### config.mk
export PLATFORM = sky130hd
export DESIGN_NAME = noc_input_port
export DESIGN_NICKNAME = d
export VERILOG_FILES = /design/src/rtl/noc_input_port.sv
export SDC_FILE = /design/constraint.sdc
export NUM_CORES = 1
export LEC_CHECK = 0
export ABC_AREA = 1
export BUFFER_PORTS_ARGS = -buffer_cell sky130_fd_sc_hd__buf_2
export CAP_MARGIN = 20
export CORE_MARGIN = 5
export CORE_UTILIZATION = 62
export CTS_CLUSTER_SIZE = 20
export DETAILED_ROUTE_END_ITERATION = 8
export HOLD_SLACK_MARGIN = 0.02
export PLACE_DENSITY = 0.84
export SYNTH_ARGS = -nofsm -noshare
export SYNTH_HDL_FRONTEND = slang
export SYNTH_SLANG_ARGS = --single-unit
### constraint.sdc
create_clock -name clk -period 5.8 [get_ports clk]
set_clock_uncertainty 0.05 [all_clocks]
set_input_delay 1.16 -clock clk [delete_from_list [all_inputs] [get_ports clk]]
set_output_delay 1.16 -clock clk [all_outputs]
set_load 0.02 [all_outputs]
### src/rtl/noc_input_port.sv
// Router input stage: small flit FIFO plus XY route computation on each head flit.
// Holds a stable output-port request for the whole packet, then streams its flits.
module noc_input_port #(
    parameter int FLIT_W       = 16,
    parameter int COORD_W      = 2,
    parameter int CUR_X        = 1,
    parameter int CUR_Y        = 1,
    parameter int DEPTH        = 4,
    parameter int SETUP_CYCLES = 5
) (
    input  logic              clk,
    input  logic              rst,
    input  logic [FLIT_W-1:0] in_flit,
    input  logic              in_valid,
    output logic              in_ready,
    output logic [2:0]        request,
    output logic [FLIT_W-1:0] out_flit,
    output logic              out_valid,
    input  logic              out_ready,
    output logic              err_drop
);

    localparam int PTR_W = $clog2(DEPTH);
    localparam int CNT_W = $clog2(SETUP_CYCLES + 1);

    localparam logic [PTR_W:0]         FULL_CNT   = (PTR_W + 1)'(DEPTH);
    localparam logic [CNT_W-1:0]       SETUP_LAST = CNT_W'(SETUP_CYCLES - 1);
    localparam logic [COORD_W-1:0]     CUR_X_C    = COORD_W'(CUR_X);
    localparam logic [COORD_W-1:0]     CUR_Y_C    = COORD_W'(CUR_Y);

    localparam logic [2:0] REQ_L    = 3'd0;
    localparam logic [2:0] REQ_E    = 3'd1;
    localparam logic [2:0] REQ_W    = 3'd2;
    localparam logic [2:0] REQ_N    = 3'd3;
    localparam logic [2:0] REQ_S    = 3'd4;
    localparam logic [2:0] REQ_NONE = 3'd7;

    // ROUTE is the cycle in which the head's route is computed and registered.
    typedef enum logic [1:0] {IDLE, ROUTE, SETUP, ACTIVE} state_e;

    logic [FLIT_W-1:0] mem_q [DEPTH];
    logic [PTR_W-1:0]  wr_ptr_q, rd_ptr_q;
    logic [PTR_W:0]    count_q;
    logic              push, pop, fifo_empty;
    logic [FLIT_W-1:0] head_flit;
    logic [1:0]        head_type;
    logic [COORD_W-1:0] dest_x, dest_y;
    logic [2:0]        route;

    state_e            state_q, state_d;
    logic [2:0]        req_q, req_d;
    logic [CNT_W-1:0]  cnt_q, cnt_d;

    assign fifo_empty = (count_q == '0);
    assign in_ready   = (count_q != FULL_CNT);
    assign push       = in_valid && in_ready;
    // Stray non-head flits are discarded through the same read port.
    assign pop        = (state_q == ACTIVE && out_valid && out_ready) || err_drop;
    assign head_flit  = mem_q[rd_ptr_q];
    assign head_type  = head_flit[FLIT_W-1 -: 2];
    assign dest_x     = head_flit[FLIT_W-3 -: COORD_W];
    assign dest_y     = head_flit[FLIT_W-3-COORD_W -: COORD_W];
    assign request    = req_q;

    always_ff @(posedge clk or posedge rst) begin
        if (rst) begin
            wr_ptr_q <= '0;
            rd_ptr_q <= '0;
            count_q  <= '0;
        end else begin
            // NOTE: non-blocking assignments so every register samples pre-edge values.
            if (push) wr_ptr_q <= wr_ptr_q + PTR_W'(1);
            if (pop)  rd_ptr_q <= rd_ptr_q + PTR_W'(1);
            case ({push, pop})
                2'b10:   count_q <= count_q + 1'b1;
                2'b01:   count_q <= count_q - 1'b1;
                default: count_q <= count_q;
            endcase
        end
    end

    // NOTE: storage is not reset; occupancy is tracked by count_q and out_flit is gated.
    always_ff @(posedge clk) begin
        if (push) mem_q[wr_ptr_q] <= in_flit;
    end

    // XY routing: X resolved first, unsigned compares, Y grows northward.
    always_comb begin
        // NOTE: default first so no path leaves the variable unassigned (no latch).
        route = REQ_L;
        if (dest_x > CUR_X_C)      route = REQ_E;
        else if (dest_x < CUR_X_C) route = REQ_W;
        else if (dest_y > CUR_Y_C) route = REQ_N;
        else if (dest_y < CUR_Y_C) route = REQ_S;
    end

    always_ff @(posedge clk or posedge rst) begin
        if (rst) begin
            state_q <= IDLE;
            req_q   <= REQ_NONE;
            cnt_q   <= '0;
        end else begin
            state_q <= state_d;
            req_q   <= req_d;
            cnt_q   <= cnt_d;
        end
    end

    always_comb begin
        state_d = state_q;
        req_d   = req_q;
        cnt_d   = cnt_q;
        unique case (state_q)
            IDLE: begin
                if (!fifo_empty && head_type[0]) state_d = ROUTE;
            end
            ROUTE: begin
                req_d   = route;
                cnt_d   = '0;
                state_d = SETUP;
            end
            SETUP: begin
                if (cnt_q == SETUP_LAST) state_d = ACTIVE;
                else                     cnt_d   = cnt_q + 1'b1;
            end
            ACTIVE: begin
                if (pop && head_type[1]) begin
                    state_d = IDLE;
                    req_d   = REQ_NONE;
                end
            end
            default: state_d = IDLE;
        endcase
    end

    always_comb begin
        out_valid = (state_q == ACTIVE) && !fifo_empty;
        out_flit  = out_valid ? head_flit : '0;
        err_drop  = (state_q == IDLE) && !fifo_empty && !head_type[0];
    end

endmodule
==> flow_summary.json <==
{
  "final_antenna_net_count": 0,
  "slowest_delay_ns": 0.76,
  "detail_route.iter0.violations": 176,
  "crit_family": "flip-flops",
  "die_x_um": 84.8,
  "fp.dieH_um": 84.8,
  "p_sw_uw": 839,
  "via_count": 2315,
  "ys_seq_elements": 79,
  "num_rows": 27,
  "syn_inst": 307,
  "synth_area_per_cell_um2": 11.3,
  "layout_min_cycle_time_ns": 3.18,
  "firstDrtPassIters": 4,
  "path_cells": "inv_4, nor2_1, o21ai_1, a21oi_1, buf_2",
  "start_kind": "flip-flop",
  "clock_latency_ns": 0.34,
  "power_frac_comb": 0.405,
  "finalSetupViolCount": 0,
  "yosys.area_share.xor_xnor": 0.0126,
  "cts_root_buffer": "clkbuf_8",
  "ir_worst_vdd_mv": 0.328,
  "grt_pass1_vias": 2334,
  "path_class": "flip-flop to output port",
  "globalplace.congestion": 0.765,
  "fillers": 378,
  "synthSimpleGateAreaFrac": 0.154,
  "worstPathMaxFanout": 17,
  "tns_ns": 0,
  "port-buffer-count": 41,
  "synth_area_um2": 3470,
  "hold_viol": 0,
  "tightest_slew_ns": 0.958,
  "final_cell_area_um2": 3900,
  "yosysSeqAreaShare": 0.663,
  "grt_pass1_wl_um": 11100,
  "p_sw_frac": 0.405,
  "seq_area_um2": 2300,
  "intPower_uw": 1230,
  "fin_crit_sh": 0.548,
  "start_util": 0.634,
  "drv_cap": 0,
  "clkTransAtPathRegs_ns": 0.08,
  "grt_max_degree": 36,
  "place_hpwl_um": 4430,
  "cts_setup_buffers": 0,
  "htree_num_levels": 3,
  "maxSlewHeadroom": 0.361,
  "multi_input_area_um2": 1020,
  "routed_wl_um": 6800,
  "cts.sinks": 79,
  "drive_above_1_share": 0.220,
  "power_density_nw_per_um2": 530,
  "cts_buffers": 9,
  "crit_buf_inv": 2,
  "cts_tree": "built",
  "clk_path_buf_depth": 2,
  "hp-class": "flip-flop to flip-flop",
  "num_io_pins": 42,
  "grt_usage": 0.202,
  "report.final.slew_viol_count": 0,
  "place_area_um2": 3720,
  "cpMaxStageDelayCell": "dfrtp_1",
  "final_nets": 383,
  "num_antenna_cells": 0,
  "dieArea_um2": 7190,
  "grt_antenna_before_repair": 0,
  "cts_hold_buf": 0,
  "max_freq_mhz": 315,
  "critPathArrivalTime_ns": 1.97,
  "seq_power_share": 0.409,
  "cts_resized": 0,
  "yosysWarningCount": 0,
  "end_kind": "output port",
  "synth_top_family_by_area": "simple AND/OR/NAND/NOR gates",
  "wl_per_cell_um": 15.9,
  "overflow": 0,
  "synth-compound-area-share": 0.0754,
  "synthMuxAreaShare": 0,
  "routed_via_density": 5.42,
  "area_growth_pct": 12.6,
  "clkPwrFrac": 0.186,
  "rsz0062_at_grt": "false",
  "syn_nets": 340,
  "run_status": "finished, final reports clean",
  "synthAdderAreaFrac": 0.0491,
  "cp.required_ns": 4.59,
  "drcViolationCount": 0,
  "core_area_um2": 5470,
  "leakagePower_uw": 0.00162,
  "yosysUniqueCellTypes": 30
}
[state kept, by name, summed over array words and instances (netlist names)]
name,cells
mem_q,64
wr_ptr_q,2
state_q,2
rd_ptr_q,2
request,3
count_q,3
cnt_q,3
[logic make-up after synthesis]
logic type / count (synthesis)
buffers and inverters: 33
adders and majority gates: 13
xor gates and xnor gates: 5
and+or+nand+nor: 127
DFF: 79
AOI/OAI and AO/OA: 50
[through the flow]
step	hold slack [ns]	power, µW	utilization	instances	setup slack (ns)
6_report	0.444	2070	0.713	427	2.62
5_1_grt	0.465	2220	0.713	427	2.44
4_1_cts	0.444	2080	0.713	427	2.63
3_5_place_dp	0.431	1690	0.679	411	2.92
3_3_place_gp	0.428	1650	0.679	411	3.00
2_1_floorplan	0.428	1490	-	307	3.29
[worst min-delay path, stage by stage, from the launching register on]
cell	delay, ns
dfstp_2	0.37
nand3_1	0.07
nand2_1	0.05
[metal layers]
metal	global-route usage	wire [µm]	vias to the layer above
li1	-	-	1122
met1	0.242	2820	1109
met2	0.352	3500	75
met3	0.0481	400	9
met4	0.0791	91	0
met5	0	0	-
[path summary, 6_finish.rpt]
kind	startpoint	endpoint	slack [ns]	cells after the start
setup / recovery	rd_ptr_q[1]$_DFFE_PP0P_	out_flit[15]	2.62	5
hold / removal	request[0]$_DFFE_PP1P_	request[0]$_DFFE_PP1P_	0.44	2
setup reg to reg	rd_ptr_q[0]$_DFFE_PP0P_	count_q[2]$_DFFE_PP0P_	3.20	13
hold reg to reg	request[0]$_DFFE_PP1P_	request[0]$_DFFE_PP1P_	0.44	2
max in group asynchronous	rst	wr_ptr_q[0]$_DFFE_PP0P_	4.50	2
min in group asynchronous	rst	cnt_q[1]$_DFFE_PP0P_	0.82	2
[cell usage after synthesis]
master / n / area [µm²]
a21o_1: 1 / 7.51
xor2_1: 4 / 35.0
a21oi_2: 1 / 8.76
o21ai_0: 27 / 135
nand3_1: 14 / 70.1
dfrtp_1: 12 / 300
or2_2: 1 / 6.26
buf_2: 2 / 10.0
inv_2: 1 / 3.75
buf_4: 3 / 22.5
inv_1: 19 / 71.3
inv_4: 2 / 12.5
a21oi_1: 17 / 85.1
o211ai_1: 1 / 7.51
nand2_4: 1 / 11.3
buf_6: 2 / 22.5
buf_1: 1 / 3.75
fa_1: 1 / 20.0
nand2_1: 44 / 165
edfxtp_1: 64 / 1920
o21ai_1: 2 / 10.0
xnor2_1: 1 / 8.76
nand3_2: 2 / 20.0
ha_1: 12 / 150
clkbuf_1: 3 / 11.3
nor2_2: 1 / 6.26
nor2_1: 58 / 218
a21boi_0: 1 / 7.51
nand2_2: 6 / 37.5
dfstp_2: 3 / 78.8
[area by class of cell]
cell class | instances | area share
multi-input combinational | 195 | 0.261
timing repair buffer | 43 | 0.0564
clock buffer | 9 | 0.0317
sequential | 79 | 0.589
tap | 72 | 0.0231
clock inverter | 7 | 0.0163
inverter | 22 | 0.0224
[power by group through the flow]
stage | Combinational [µW] | Clock (µW) | Sequential, µW
final | 839 | 385 | 846
after global routing | 938 | 417 | 862
after CTS | 844 | 390 | 846
after detailed placement | 835 | 0 | 858
after global placement | 800 | 0 | 853
after floorplan | 650 | 0 | 836
[cells in the final DEF (no fill, tap or decap), types with 2 or more instances in the layout]
master / synthesis / routed
edfxtp_1: 64 / 64
inv_4: 2 / 2
nand2_1: 44 / 44
nor2_2: 1 / 4
buf_2: 2 / 41
xor2_1: 4 / 4
inv_1: 19 / 19
clkinv_1: 0 / 2
o21ai_0: 27 / 27
clkbuf_8: 0 / 9
ha_1: 12 / 12
a21oi_1: 17 / 17
nand3_1: 14 / 14
clkinv_2: 0 / 2
nand3_2: 2 / 2
o21ai_1: 2 / 2
dfrtp_1: 12 / 12
buf_4: 3 / 2
dfstp_2: 3 / 3
nor2_1: 58 / 55
nand2_2: 6 / 6
No activity file was read; power rests on OpenSTA's default activity.
